### src/rtl/bound_flasher.sv
// ---------------------------------------------------------------------------
// bound_flasher
//
// 16-LED sweep controller. A sampled `flick` starts a fixed up/down sweep over
// bound points 0, 5, 10 and 15. While a sweep is rising, `flick` at a bound
// point kicks the sweep back down to the previous lower bound.
//
// Ports
//   clk   : in  1  - single clock, all state changes on the rising edge
//   rst   : in  1  - synchronous reset, active low
//   flick : in  1  - start / kickback request, sampled as a level
//   LEDs  : out 16 - LED drive, thermometer code of the lit count
//
// Internal state is the FSM state plus the lit count n (0..16). LEDs[i] is on
// when i < n, decoded straight from the register, so flick never reaches the
// outputs combinationally. The state register `state_q` is the debug view of
// the FSM.
// ---------------------------------------------------------------------------
module bound_flasher (
  input  logic        clk,
  input  logic        rst,
  input  logic        flick,
  output logic [15:0] LEDs
);

  typedef enum logic [2:0] {
    INIT        = 3'd0,
    ON_0_TO_10  = 3'd1,
    KICK_TO_0   = 3'd2,
    OFF_10_TO_5 = 3'd3,
    ON_5_TO_15  = 3'd4,
    KICK_TO_5   = 3'd5,
    OFF_15_TO_0 = 3'd6
  } state_t;

  state_t     state_q;
  state_t     state_d;
  logic [4:0] n_q;
  logic [4:0] n_d;

  // Kickback points: LED5 just lit (n = 6) or LED10 just lit (n = 11).
  logic at_kick_point;
  assign at_kick_point = (n_q == 5'd6) || (n_q == 5'd11);

  always_ff @(posedge clk) begin
    if (!rst) begin
      state_q <= INIT;
      n_q     <= 5'd0;
    end else begin
      state_q <= state_d;
      n_q     <= n_d;
    end
  end

  always_comb begin
    state_d = state_q;
    n_d     = n_q;
    unique case (state_q)
      INIT: begin
        n_d = 5'd0;
        if (flick) begin
          state_d = ON_0_TO_10;
          n_d     = 5'd1;
        end
      end

      // Rising to ceiling 11. Kickback is checked before the ceiling so a
      // flick at n = 11 wins over the normal turn-around.
      ON_0_TO_10: begin
        if (flick && at_kick_point) begin
          state_d = KICK_TO_0;
          n_d     = n_q - 5'd1;
        end else if (n_q >= 5'd11) begin
          state_d = OFF_10_TO_5;
          n_d     = 5'd10;
        end else begin
          n_d = n_q + 5'd1;
        end
      end

      // Falling to floor 0; the floor value is held for one edge, then the
      // sweep restarts from the bottom.
      KICK_TO_0: begin
        if (n_q > 5'd0) begin
          n_d = n_q - 5'd1;
        end else begin
          state_d = ON_0_TO_10;
          n_d     = 5'd1;
        end
      end

      // Both fall to floor 5 and resume rising toward 16.
      OFF_10_TO_5, KICK_TO_5: begin
        if (n_q > 5'd5) begin
          n_d = n_q - 5'd1;
        end else begin
          state_d = ON_5_TO_15;
          n_d     = 5'd6;
        end
      end

      ON_5_TO_15: begin
        if (flick && at_kick_point) begin
          state_d = KICK_TO_5;
          n_d     = n_q - 5'd1;
        end else if (n_q >= 5'd16) begin
          state_d = OFF_15_TO_0;
          n_d     = 5'd15;
        end else begin
          n_d = n_q + 5'd1;
        end
      end

      OFF_15_TO_0: begin
        if (n_q > 5'd0) begin
          n_d = n_q - 5'd1;
        end else begin
          state_d = INIT;
          n_d     = 5'd0;
        end
      end

      // Unused encoding: fall back to idle with all LEDs off.
      default: begin
        state_d = INIT;
        n_d     = 5'd0;
      end
    endcase
  end

  // Thermometer decode of the lit count.
  always_comb begin
    LEDs = '0;
    for (int i = 0; i < 16; i++) begin
      LEDs[i] = (5'(i) < n_q);
    end
  end

endmodule

### config.mk
export PLATFORM = sky130hd
export DESIGN_NAME = bound_flasher
export DESIGN_NICKNAME = d
export VERILOG_FILES = /design/src/rtl/bound_flasher.sv
export SDC_FILE = /design/constraint.sdc
export NUM_CORES = 1
export LEC_CHECK = 0
export ABC_AREA = 1
export BUFFER_PORTS_ARGS = -buffer_cell sky130_fd_sc_hd__buf_2
export CAP_MARGIN = 20
export CORE_ASPECT_RATIO = 1.25
export CORE_MARGIN = 5
export CORE_UTILIZATION = 40
export DETAILED_ROUTE_END_ITERATION = 16
export SYNTH_ARGS = -nofsm -noshare
export SYNTH_HDL_FRONTEND = slang
export SYNTH_SLANG_ARGS = --single-unit
### constraint.sdc
create_clock -name clk -period 2.1 [get_ports clk]
set_input_delay 0.63 -clock clk [delete_from_list [all_inputs] [get_ports clk]]
set_output_delay 0.63 -clock clk [all_outputs]
set_load 0.02 [all_outputs]
==> flow_summary.json <==
{
  "synth_cell_types": 30,
  "wl_per_cell_um": 12.9,
  "yosysSeqAreaShare_pct": 15.6,
  "final_util_pct": 48.3,
  "syn_nets": 163,
  "path_delay_family": "flip-flops",
  "grt_max_degree": 12,
  "syn2layout_area_growth_pct": 15.8,
  "placed_area_um2": 1160,
  "swShare_pct": 58.6,
  "vias": 1039,
  "drv_slew": 0,
  "clockBufferDepth": 2,
  "cp_data_arrival_time_ns": 1.40,
  "synth_adder_area_share_pct": 4.89,
  "rows": 20,
  "status": "completed",
  "power.density_nw_per_um2": 1480,
  "crit_cells": 4,
  "clock_latency_ns": 0.26,
  "cts_buffers": 3,
  "worstSetupEndpointType": "primary output",
  "routed_wl_mm": 2.71,
  "syn_area_um2": 1020,
  "net-switching-power_w": 0.00103,
  "synth_xor_area_share_pct": 3.42,
  "drc": 0,
  "grtUsageTotal_pct": 15.8,
  "critPathMaxStageDelay_ns": 0.38,
  "p_clk_share_pct": 7.0,
  "leakage_nw": 0.630,
  "yosys-mux-area-fraction_pct": 0,
  "numClockSinks": 8,
  "antenna_found_initial": 0,
  "cts_tree": "yes",
  "viasPerCell": 4.95,
  "path_buf_inv": 2,
  "synth-compound-area-share_pct": 15.4,
  "cts.htree.levels": 1,
  "worstMarginPinSlew_ns": 0.780,
  "startpoint_type": "flop",
  "gr-max-usage-layer": "met2",
  "dp_hpwl_mm": 2.24,
  "use_met2_pct": 29.7,
  "grt_overflow": 0,
  "clock_skew_ns": 0.00108,
  "core-area_um2": 2450,
  "vdd_ir_drop_max_v": 0.000698,
  "diodes": 0,
  "gp_congestion": 0.835,
  "io_pins": 19,
  "nets": 186,
  "maxCapViolCount": 0,
  "yosys_warnings": 0,
  "grt_pass1_vias": 993,
  "fin_crit_sh_pct": 96.6,
  "fp.dieW_um": 55.2,
  "reg2reg_depth": 12,
  "layout_common_cells": "34 x nand2_1, 21 x nor2_1, 18 x buf_2",
  "slew_headroom_pct": 47.5,
  "hold_violations": 0,
  "path_cells": "buf_4 -> nor2_4 -> o21ai_0 -> buf_2",
  "ys_seq_elements": 8,
  "dr.pass1.iters": 4,
  "crit_type": "reg2out",
  "grt_setup_unrepaired": "true",
  "synth-simple-area-share_pct": 51.5,
  "critPathMaxFanout": 7,
  "grt_pass1_wl_mm": 4.60,
  "drt_iter0_markers": 26,
  "design_area_um2": 1180,
  "root_buffer": "clkbuf_4",
  "die_y_um": 66.6,
  "hold_depth": 2,
  "period_needed_ns": 2.03,
  "internal_power_w": 0.000728,
  "final_antenna_net_count": 0,
  "drive_above_1_share_pct": 31.6,
  "slowest_stage": "dfxtp_1",
  "finalSetupViolations": 0,
  "worst_ep_required_time_ns": 1.47,
  "initial_core_util_pct": 41.7,
  "io_buffer_count": 18,
  "seqPwrFrac_pct": 18.5,
  "die_area_um2": 3680,
  "combPwrFrac_pct": 74.6,
  "mostFrequentLayoutCell": "nand2_1",
  "synth_cells": 156,
  "use_met3_pct": 2.91,
  "hold_buffers": 0,
  "grt.met1_usage_pct": 17.5,
  "synth.avg_cell_area_um2": 6.56,
  "synth_top_family_by_area": "simple AND/OR/NAND/NOR gates",
  "fmax_ghz": 0.493,
  "hold_path.class": "reg2reg",
  "clk_transition_reported_paths_ns": 0.06
}
[what timing repair did]
action / in CTS / in global routing
setup endpoints to repair: 1 / 3
buffers inserted: 0 / 0
gates resized for setup: 1 / 2
hold endpoints to repair: 0 / 0
[path summary, 6_finish.rpt]
kind / slack (ns) / start / end
worst max-delay path: 0.07 / n_q[4] / LEDs[6]
worst min register to register: 0.61 / n_q[2] / n_q[4]
worst min-delay path: 0.61 / n_q[2] / n_q[4]
worst max register to register: 0.36 / n_q[0] / state_q[1]
[Yosys cell counts]
cell / instances / area share, %
dfxtp_1: 8 / 16
nand3_1: 11 / 5.4
nor2_4: 2 / 2.2
o21ai_0: 10 / 4.9
a21oi_4: 1 / 1.6
nand4_1: 3 / 1.8
inv_1: 15 / 5.5
nor2_1: 22 / 8.1
o2111ai_1: 1 / 0.86
nand3_2: 2 / 2.0
inv_4: 1 / 0.61
a31oi_1: 1 / 0.61
nand3_4: 3 / 5.1
a21oi_1: 6 / 2.9
buf_2: 1 / 0.49
a21o_1: 1 / 0.73
inv_2: 5 / 1.8
xnor2_1: 1 / 0.86
nand2_1: 34 / 12
o21ai_1: 3 / 1.5
o31ai_1: 1 / 0.73
nand2_4: 6 / 6.6
nor2_8: 1 / 2.0
xor2_1: 3 / 2.6
nor2_2: 4 / 2.4
nand2_2: 3 / 1.8
ha_1: 4 / 4.9
buf_4: 1 / 0.73
nor3_4: 1 / 1.6
o21ai_4: 1 / 1.6
[metrics by stage]
stage / std cells / setup slack (ns) / hold WS (ns) / power [W] / setup TNS (ns)
finish: 210 / 0.0723 / 0.607 / 0.00176 / 0
global route: 210 / -0.0106 / 0.643 / 0.00193 / -0.0106
CTS: 210 / 0.0216 / 0.633 / 0.00177 / 0
detailed placement: 207 / 0.224 / 0.646 / 0.00164 / 0
global placement: 207 / 0.237 / 0.643 / 0.00163 / 0
floorplan: 156 / 0.266 / 0.585 / 0.00132 / 0
[kinds of logic (layout without fill, tap and decap cells)]
kind of cell    Yosys count  count (layout)
compound gates           25              25
xor+xnor                  4               4
fa+ha+maj                 4               4
buf+inv                  23              44
flops                     8               8
simple gates             92              92
[worst reg2reg max path: stages (launching register included)]
cell	delay [ns]
dfxtp_1	0.50
inv_2	0.17
ha_1	0.23
nand2_1	0.06
inv_1	0.06
nand2_4	0.08
o21ai_4	0.07
nand2_4	0.10
nand3_2	0.10
nand3_4	0.10
nand2_1	0.05
nand2_1	0.06
nor2_2	0.04
[sequential cells by signal, summed over array words and instances, names as in the netlist]
name / cells
n_q: 5
state_q: 3
[per-layer routing]
| metal | wire [um] | up-vias | part of all wire [%] |
|---|---|---|---|
| li1 | - | 549 | - |
| met1 | 1230 | 467 | 45 |
| met2 | 1310 | 19 | 48 |
| met3 | 109 | 4 | 4.0 |
| met4 | 55 | 0 | 2.0 |
| met5 | 0 | - | 0 |
[area by class of cell]
class,count,area (um^2)
Clock buffer,3,22.5
Fill cell,296,1270
Inverter,21,81.3
Multi-Input combinational cell,125,772
Sequential cell,8,163
Tap cell,33,41.3
Timing Repair Buffer,20,105
[power groups by stage]
stage / clock (W) / combinational [W] / sequential [W]
2_1_floorplan: 0 / 0.00103 / 0.000285
3_3_place_gp: 0 / 0.00131 / 0.000323
3_5_place_dp: 0 / 0.00131 / 0.000323
4_1_cts: 0.000124 / 0.00132 / 0.000320
5_1_grt: 0.000137 / 0.00146 / 0.000333
6_report: 0.000122 / 0.00131 / 0.000324
Power figures use the tool's default switching activity.
